**src/rtl/hazard_ctrl.sv**
```systemverilog
// ============================================================================
// Module   : hazard_ctrl
// Purpose  : Stall/flush controller for the five-stage pipeline, with action
//            state, saturating event counters and a freeze watchdog.
// Revision : 1.0
// ============================================================================
`default_nettype none

module hazard_ctrl #(
  parameter int WDOG_CYCLES = 1024,
  parameter int CNT_W       = 32
) (
  input  logic             clk,
  input  logic             rst_n,
  input  logic [4:0]       id_rs1,
  input  logic [4:0]       id_rs2,
  input  logic             id_use_rs1,
  input  logic             id_use_rs2,
  input  logic [4:0]       ex_rd,
  input  logic             ex_mem_ren,
  input  logic             ex_redirect,
  input  logic             icache_stall,
  input  logic             dcache_stall,
  output logic             pc_stall,
  output logic             if_stall,
  output logic             id_stall,
  output logic             ex_stall,
  output logic             mem_stall,
  output logic             if_flush,
  output logic             id_flush,
  output logic [1:0]       state_o,
  output logic [CNT_W-1:0] stall_cnt,
  output logic [CNT_W-1:0] bubble_cnt,
  output logic [CNT_W-1:0] flush_cnt,
  output logic             err_timeout
);

  localparam logic [1:0] S_RUN    = 2'd0;
  localparam logic [1:0] S_BUBBLE = 2'd1;
  localparam logic [1:0] S_FLUSH  = 2'd2;
  localparam logic [1:0] S_FREEZE = 2'd3;

  // One extra bit so the run length can sit at WDOG_CYCLES without wrapping.
  localparam int              FR_W     = $clog2(WDOG_CYCLES) + 1;
  localparam logic [FR_W-1:0] WDOG_LIM = FR_W'(WDOG_CYCLES);
  localparam logic [FR_W-1:0] FR_ONE   = FR_W'(1);
  localparam logic [CNT_W-1:0] CNT_ONE = CNT_W'(1);

  logic            freeze;
  logic            load_use;
  logic [1:0]      action;
  logic [FR_W-1:0] freeze_run;

  assign freeze   = icache_stall | dcache_stall;
  assign load_use = ex_mem_ren && (ex_rd != 5'd0) &&
                    ((id_use_rs1 && (id_rs1 == ex_rd)) ||
                     (id_use_rs2 && (id_rs2 == ex_rd)));

  // Current-cycle action; reset forces RUN so the pipeline sees no controls.
  always_comb begin
    action = S_RUN;
    if (!rst_n)           action = S_RUN;
    else if (freeze)      action = S_FREEZE;
    else if (ex_redirect) action = S_FLUSH;
    else if (load_use)    action = S_BUBBLE;
  end

  always_ff @(posedge clk) begin
    if (!rst_n) state_o <= S_RUN;
    else        state_o <= action;
  end

  always_comb begin
    pc_stall  = 1'b0;
    if_stall  = 1'b0;
    id_stall  = 1'b0;
    ex_stall  = 1'b0;
    mem_stall = 1'b0;
    if_flush  = 1'b0;
    id_flush  = 1'b0;
    case (action)
      S_FREEZE: begin
        pc_stall  = 1'b1;
        if_stall  = 1'b1;
        id_stall  = 1'b1;
        ex_stall  = 1'b1;
        mem_stall = 1'b1;
      end
      S_FLUSH: begin
        if_flush = 1'b1;
        id_flush = 1'b1;
      end
      S_BUBBLE: begin
        pc_stall = 1'b1;
        if_stall = 1'b1;
        id_flush = 1'b1;
      end
      default: ;
    endcase
  end

  always_ff @(posedge clk) begin
    if (!rst_n) begin
      stall_cnt  <= '0;
      bubble_cnt <= '0;
      flush_cnt  <= '0;
    end else begin
      if (action == S_FREEZE && stall_cnt != '1)  stall_cnt  <= stall_cnt + CNT_ONE;
      if (action == S_BUBBLE && bubble_cnt != '1) bubble_cnt <= bubble_cnt + CNT_ONE;
      if (action == S_FLUSH && flush_cnt != '1)   flush_cnt  <= flush_cnt + CNT_ONE;
    end
  end

  // Watchdog: flag is raised on the edge where the run length hits the limit.
  always_ff @(posedge clk) begin
    if (!rst_n) begin
      freeze_run  <= '0;
      err_timeout <= 1'b0;
    end else if (action == S_FREEZE) begin
      if (freeze_run != WDOG_LIM)           freeze_run  <= freeze_run + FR_ONE;
      if (freeze_run >= WDOG_LIM - FR_ONE)  err_timeout <= 1'b1;
    end else begin
      freeze_run <= '0;
    end
  end

endmodule

`default_nettype wire

```
**config.mk**
```make
export PLATFORM = sky130hd
export DESIGN_NAME = hazard_ctrl
export DESIGN_NICKNAME = d
export VERILOG_FILES = /design/src/rtl/hazard_ctrl.sv
export SDC_FILE = /design/constraint.sdc
export NUM_CORES = 1
export LEC_CHECK = 0
export ABC_AREA = 1
export BUFFER_PORTS_ARGS = -buffer_cell sky130_fd_sc_hd__clkbuf_2
export CAP_MARGIN = 10
export CORE_AREA = 10 10 137 139
export CTS_CLUSTER_DIAMETER = 80
export DETAILED_ROUTE_END_ITERATION = 16
export DIE_AREA = 0 0 147 149
export PLACE_DENSITY = 0.7
export SETUP_SLACK_MARGIN = 0.4
export SLEW_MARGIN = 25
export SYNTH_ARGS = -nofsm -noshare
export SYNTH_HDL_FRONTEND = slang
export SYNTH_SLANG_ARGS = --single-unit
export TNS_END_PERCENT = 10
```
**constraint.sdc**
```tcl
create_clock -name clk -period 3.2 [get_ports clk]
set_clock_uncertainty 0.05 [all_clocks]
set_input_delay 0.96 -clock clk [delete_from_list [all_inputs] [get_ports clk]]
set_output_delay 0.96 -clock clk [all_outputs]
set_load 0.005 [all_outputs]
```
==> results by group, run 1 <==
Place
  • Pre-CTS setup slack: -0.04775 ns
  • Placer congestion estimate: 0.9090
  • HPWL after detailed placement: 14.74 mm
  • Port Buf Inserts: 128

Routing
  • Top layer in use: met4
  • DRC: 0
  • Routed wire per std cell: 12.78 um
  • Vias post-DR: 7432
  • Via-to-Cell Ratio: between 4 and 5
  • 1st-iter DRT viols: around 480
  • Detailed Route WL: 19.47 mm
  • DR pass1 iterations: 5
  • Post-DRT Antenna Nets: 0
  • M1 WL: 9.000 mm
  • Met2 wire len: 9.077 mm
  • Metal3 WL: 1.001 mm

Worst setup path
  • WS Path Type: in -> out
  • CP Data Required Time: 2.19 ns
  • Crit path capture type: output port
  • Startpoint Class: input pin
  • Reg2Reg Launch Point: stall_cnt[0]
  • Worst Path Max Fanout: 3
  • WP data arrival: about 2.1 ns
  • R2R Setup Slk: 1.08 ns
  • R2r endpoint: stall_cnt[22]
  • Reg2reg path depth: 11

Logic synthesis
  • Sequential cell area fraction in the yosys report: 31.13%
  • Main combinational cell family by area after synthesis: simple AND/OR/NAND/NOR gates
  • Post-synthesis compound-gate area fraction: between 8 and 9%
  • Netlist cell types: 28
  • Post-synthesis register bit count: 110
  • Synth Area in Adders: roughly 1.4%
  • Post-Syn Area: approximately 7100 um2
  • Synth Flop Type: dfxtp_1
  • Post-synthesis average cell area: 6.026 um2
  • Mapped Cells: 1174
  • Mux share of post-synthesis cell area: 0%
  • FFs w/ async S/R, synth: 0%
  • Synth Area in XOR/XNOR: 5.571%
  • Number of synthesized flops with an enable pin: 0
  • Post-Syn Nets: 1205
  • Post-synthesis simple-gate area fraction: 44.62%
  • Yosys warns: 0

Global routing
  • Vias in the first global route: 6863
  • GRT Total Usage: 17.84%
  • Initial antenna violation count: 0
  • Largest net degree at the start of global routing: 80
  • Total gr overflow: 0
  • Global-route wire length before repair: about 33 mm

Clock network
  • TritonCTS Buffers: 9
  • Root Driver: clkbuf_16
  • Clock transition time at the flip-flop clock pins of the worst setup and hold paths: roughly 0.07 ns
  • Post-CTS Setup Bufs: 0
  • Clock latency on the worst-skew pair: ~0.36 ns
  • CTS Sinks: 110
  • Clock H-tree levels: 3
  • Hold Buf Count CTS: 0
  • Clock Tree Buf Depth: 2
  • CTS tree: yes

Timing
  • Worst slew pin tran: between 0.9 and 1 ns
  • Tmin final: about 3.1 ns
  • Hold slack: 0.3941 ns
  • Setup violations, final: 0
  • RSZ-0062 raised after global routing: yes
  • Slew Viols, Final: 0
  • Rel. slew slack: 33.93%
  • Final Hold Fails: 0
  • Peak Freq: 319.1 MHz
  • TNS Setup: 0 ns
  • Fin crit share: 97.93%
  • Setup ws final: about 0.066 ns

Floorplan
  • DIE HEIGHT: 149 um
  • IO Count: 129
  • Die area: 21900 um2
  • Core Rows: 47
  • Core area: 16170 um2
  • Die Width: about 150 um
  • Initial Util: a little over two fifths

Finish
  • # fillers: 1637
  • Net count reported at finish: 1330
  • Multi-input gate area: roughly 4300 um2
  • ANT cells: 0
  • Layout cells sized above 1: roughly 17%
  • Area grow syn2layout: 18.08%
  • Sequential cell area: 2202 um2

Pwr
  • Max VDD drop: 230.5 uV
  • Power Total: approximately 2700 uW
  • Lkg Pwr: 0.003244 uW
  • Pwr dens: 329.2 nW/um2

Hold path
  • Hold path cells: 2
  • Worst Hold Class: reg -> reg
  • Hold Startpoint: err_timeout
  • Hold Path End: err_timeout

Status
  • Run status: complete, no violations

Run
  • Max Cap Viol: 0
## cell usage after synthesis, types with 2 or more instances
cell type  count  share of area [%]
a21oi_1       64                4.5
ha_1           8                1.4
nand2_2        6               0.53
nand2_8        2               0.57
inv_1        102                5.4
buf_4          5               0.53
nor3_1         7               0.50
inv_2          6               0.32
nor2_2         5               0.44
buf_2          4               0.28
nand4_1       18                1.6
nand2_4        5               0.80
o21ai_0       22                1.6
clkbuf_1      10               0.53
nand3_1       56                4.0
dfxtp_1      110                 31
nor2_4         5               0.80
buf_6          5               0.80
xnor2_1       17                2.1
xor2_1        28                3.5
buf_1          2               0.11
nor2_1       203                 11
nand2_1      458                 24
a21oi_2       20                2.5
buf_8          3               0.64
## metal layers
layer / up-vias / GRT usage, %
met3: 27 / 3.095
met2: 181 / 30.28
met5: - / 0
met1: 3329 / 22.27
li1: 3895 / -
met4: 0 / 6.492
## flip-flops by register name (all words and copies together) (netlist names)
signal and flops:
bubble_cnt 32, state_o 2, err_timeout 1, stall_cnt 32, flush_cnt 32, freeze_run 11
## cells in the final DEF (no fill, tap or decap), types with 2 or more instances in the layout
master / synthesis / routed
clkbuf_1: 10 / 2
inv_1: 102 / 96
clkbuf_16: 0 / 9
nor3_1: 7 / 7
nor2_4: 5 / 5
nand2_8: 2 / 2
nor2_1: 203 / 203
ha_4: 0 / 2
nand3_1: 56 / 56
clkbuf_8: 0 / 3
a21oi_1: 64 / 62
nand4_1: 18 / 18
o21ai_1: 0 / 2
xnor2_1: 17 / 17
dfxtp_1: 110 / 110
buf_6: 5 / 6
ha_1: 8 / 6
a21oi_2: 20 / 21
xor2_1: 28 / 27
inv_2: 6 / 11
clkbuf_2: 0 / 118
nand2_1: 458 / 455
o21ai_0: 22 / 20
buf_4: 5 / 13
nand2_4: 5 / 6
buf_12: 0 / 2
nand2_2: 6 / 8
nor2_2: 5 / 5
## cells by family after synthesis
family | Yosys count
AND/OR/NAND/NOR | 767
buffers and inverters | 137
flip-flops | 110
AO/OA/AOI/OAI | 107
XOR/XNOR | 45
adder cells (fa/ha/maj) | 8
## stage by stage
stage,instance area (um2),util [%],instances
floorplan,7108,-,1174
CTS,8304,51.35,1524
global placement,7950,49.16,1508
detailed placement,7950,49.16,1508
finish,8353,51.65,1524
global route,8353,51.65,1524
## critical path, cell delays in order
cell      delay (ns)
buf_8           0.10
xor2_2          0.16
nor2_1          0.10
nand3_1         0.08
nand2_1         0.08
nand2_2         0.10
nand2_2         0.09
nand2_4         0.06
ha_4            0.26
inv_2           0.03
clkbuf_2        0.10
## power by group
part / internal, uW / switching, uW / leakage (uW)
sequential: 1380 / 8.98 / 0.000887
clock: 635 / 531 / 0.000143
combinational: 74.5 / 124 / 0.00221
## worst max path at each step
stage / end / cells past startpoint / start
finish: id_flush / 11 / ex_rd[4]
floorplan: id_stall / 8 / ex_rd[4]
global placement: id_flush / 11 / ex_rd[4]
CTS: id_flush / 11 / ex_rd[4]
detailed placement: id_flush / 11 / ex_rd[4]
global route: id_flush / 11 / ex_rd[4]
## final cells by class
| type | instances | area share [%] |
|---|---|---|
| multi-input cells | 927 | 51.75 |
| flip-flops and latches | 110 | 26.36 |
| clock inverters | 4 | 0.6591 |
| well taps | 220 | 3.295 |
| repair buffers | 143 | 10.10 |
| inverters | 108 | 4.883 |
| clock buffers | 12 | 2.951 |
## what timing repair did
action	in CTS	in global routing
endpoints found under the hold margin	0	0
cloned	0	0
endpoints found under the setup margin	7	31
pin swaps	13	16
resized for setup	10	16
Power figures use the tool's default switching activity.
==> run 2, diff against run 1 <==
ABC_CLOCK_PERIOD_IN_PS = 3200   (was not set)
CORE_AREA = 10 10 130 132   (was 10 10 137 139)
DIE_AREA = 0 0 140 142   (was 0 0 147 149)
PLACE_DENSITY = 0.76   (was 0.7)
==> run 2 against run 1 <==
Effect of this change:
- maximum frequency is 0.24% lower
- power is 3.3% lower
- combinational power is 3% lower
- sequential power hardly changed
- first-iteration DRC count is 2.1% lower
- largest power group unchanged
- largest cell class unchanged
- utilization is 6.0 points higher
- highest routed layer unchanged
- global-route usage is 0.63 points higher
- critical endpoint unchanged
- flip-flop and latch count stayed put
==> results by group, run 2 (synthesized netlist as in run 1, its figures left out) <==
Routing
  • Post-DRT Antenna Nets: 0 (unchanged)
  • Via-to-Cell Ratio: 5.015 (+2.8%)
  • DR pass1 iterations: 5 (unchanged)
  • Detailed Route WL: 19.13 mm (-1.8%)
  • 1st-iter DRT viols: 468 (-2.1%)
  • Routed wire per std cell: 12.86 um (+0.68%)
  • DRC: 0 (unchanged)
  • Vias post-DR: 7457 (+0.34%)

Status
  • Run status: complete, no violations

Worst setup path
  • R2r endpoint: stall_cnt[27]
  • Crit path capture: id_flush
  • WP data arrival: 2.13 ns (about the same)
  • Crit path capture type: output port
  • Reg2reg path depth: 10 (-1)
  • CP max-delay cell: ha_4
  • R2R Setup Slk: 0.98 ns (-0.10 ns)
  • Reg2Reg Launch Point: stall_cnt[0]
  • CP Data Required Time: 2.19 ns (about the same)
  • Critical Path Max Stage Delay: 0.27 ns (about the same)
  • Worst-path cell chain: buf_8, xor2_1, nor2_1, nand3_1, nand2_1, nand2_2, nand2_2, nand2_4, ha_4, inv_2, clkbuf_2
  • Startpoint Class: input pin
  • WS Path Type: in -> out
  • CP startpoint: ex_rd[4]
  • Most used cell, CP: nand2_2
  • Worst Path Max Fanout: 3 (unchanged)

Timing
  • RSZ-0062 raised after global routing: yes
  • Rel. slew slack: 32.27% (-1.7 points)
  • Setup violations, final: 0 (unchanged)
  • Setup ws final: 0.05860 ns (-0.007567 ns)
  • Peak Freq: 318.3 MHz (-0.24%)
  • Worst slew pin tran: 1.016 ns (+0.02495 ns)
  • TNS Setup: 0 ns (unchanged)
  • Fin crit share: 98.17% (+0.24 points)
  • Tmin final: 3.141 ns (+0.007567 ns)
  • Final Hold Fails: 0 (unchanged)
  • Slew Viols, Final: 0 (unchanged)
  • Hold slack: 0.4049 ns (+0.01076 ns)

Clock network
  • Clock H-tree levels: 3 (unchanged)
  • Clock Tree Buf Depth: 2 (unchanged)
  • Hold Buf Count CTS: 0 (unchanged)
  • Root Driver: clkbuf_16
  • Clock latency on the worst-skew pair: 0.35 ns (about the same)
  • CTS Sinks: 110 (unchanged)
  • TritonCTS Buffers: 9 (unchanged)
  • CTS tree: yes
  • Clock transition time at the flip-flop clock pins of the worst setup and hold paths: 0.07 ns (about the same)

Global routing
  • Global-route wire length before repair: 31.37 mm (-5.1%)
  • GRT Total Usage: 18.47% (+0.63 points)
  • Initial antenna violation count: 0 (unchanged)
  • Vias in the first global route: 6611 (-3.7%)
  • Largest net degree at the start of global routing: 80 (unchanged)
  • Total gr overflow: 0 (unchanged)

Hold path
  • Worst Hold Class: reg -> reg

Finish
  • Top flop regs: bubble_cnt (32), flush_cnt (32), stall_cnt (32)
  • Leading cell type in the layout, fill and taps excluded: nand2_1
  • # fillers: 1471 (-10%)
  • Layout cells sized above 1: 16.88% (-0.064 points)
  • ANT cells: 0 (unchanged)
  • Net count reported at finish: 1329 (-0.075%)
  • Area grow syn2layout: 16.73%
  • Multi-input gate area: 4323 um2 (unchanged)
  • Fin util: 57.69% (+6.0 points)
  • Post-Layout Cell Count: 1487 (-2.4%)
  • Sequential cell area: 2202 um2 (unchanged)
  • Most frequent cells in the layout: nand2_1, nor2_1, clkbuf_2

Floorplan
  • Core area: 14310 um2 (-11%)
  • Initial Util: 49.42% (+5.7 points)
  • DIE HEIGHT: 142 um (-4.7%)
  • Die area: 19880 um2 (-9.2%)
  • IO Count: 129 (unchanged)
  • Core Rows: 44 (-6.4%)
  • Die Width: 140 um (-4.8%)

Place
  • Inst Count DP: 1470 (-2.5%)
  • Port Buf Inserts: 128 (unchanged)
  • Pre-CTS setup slack: -0.04385 ns (+0.003902 ns)
  • Placer congestion estimate: 0.9534 (+4.9%)
  • HPWL after detailed placement: 14.43 mm (-2.1%)

Pwr
  • Pwr dens: 322.1 nW/um2 (-2.1%)
  • Max VDD drop: 207.0 uV (-10%)
  • Lkg Pwr: 0.003222 uW (-0.68%)

Run
  • Max Cap Viol: 0 (unchanged)
run 2: worst min path at each step:
stage,depth (start not counted),start,slack [ns],endpoint
global placement,2,err_timeout,0.38,err_timeout
global route,2,err_timeout,0.46,err_timeout
CTS,2,err_timeout,0.42,err_timeout
detailed placement,2,err_timeout,0.40,err_timeout
finish,2,err_timeout,0.40,err_timeout
floorplan,2,err_timeout,0.39,err_timeout
run 2: per-stage QoR:
step,instance area [um2],total power [uW]
after floorplan,7108,1540
after global placement,7865,1591
after detailed placement,7865,1593
after CTS,8194,2686
after global routing,8258,2766
final,8258,2660
run 2: power by group:
part	leakage, uW	switching [uW]	internal (uW)
Clock	0.000133	507	575
Combinational	0.00220	123	70.5
Sequential	0.000887	9.28	1380
Total	0.00322	639	2020
run 2: per-layer routing:
layer  global-route usage [%]  vias up  wire (um)
met3                    3.772       25       1146
met2                    31.75      196       8971
met1                    22.38     3346       8644
met5                        0        -          0
met4                    6.576        0        366
li1                         -     3890          -
run 2: cell type report:
| cell class | instances | area share [%] |
|---|---|---|
| clock buffer | 14 | 3.197 |
| clock inverter | 2 | 0.1970 |
| inverter | 108 | 4.939 |
| multi-input combinational | 927 | 52.35 |
| sequential | 110 | 26.67 |
| tap | 184 | 2.788 |
| timing repair buffer | 142 | 9.864 |
run 2: worst max-delay path: cells and delay by family:
kind / cells / cell delay, ns
xor+xnor: 1 / 0.15
fa+ha+maj: 1 / 0.27
buf+inv: 3 / 0.22
simple gates: 6 / 0.53
run 2: timing repair:
item	in CTS	in global routing
endpoints found under the setup margin	7	57
pin swaps	14	11
resized for setup	9	19
endpoints found under the hold margin	0	0
buffers inserted	1	0
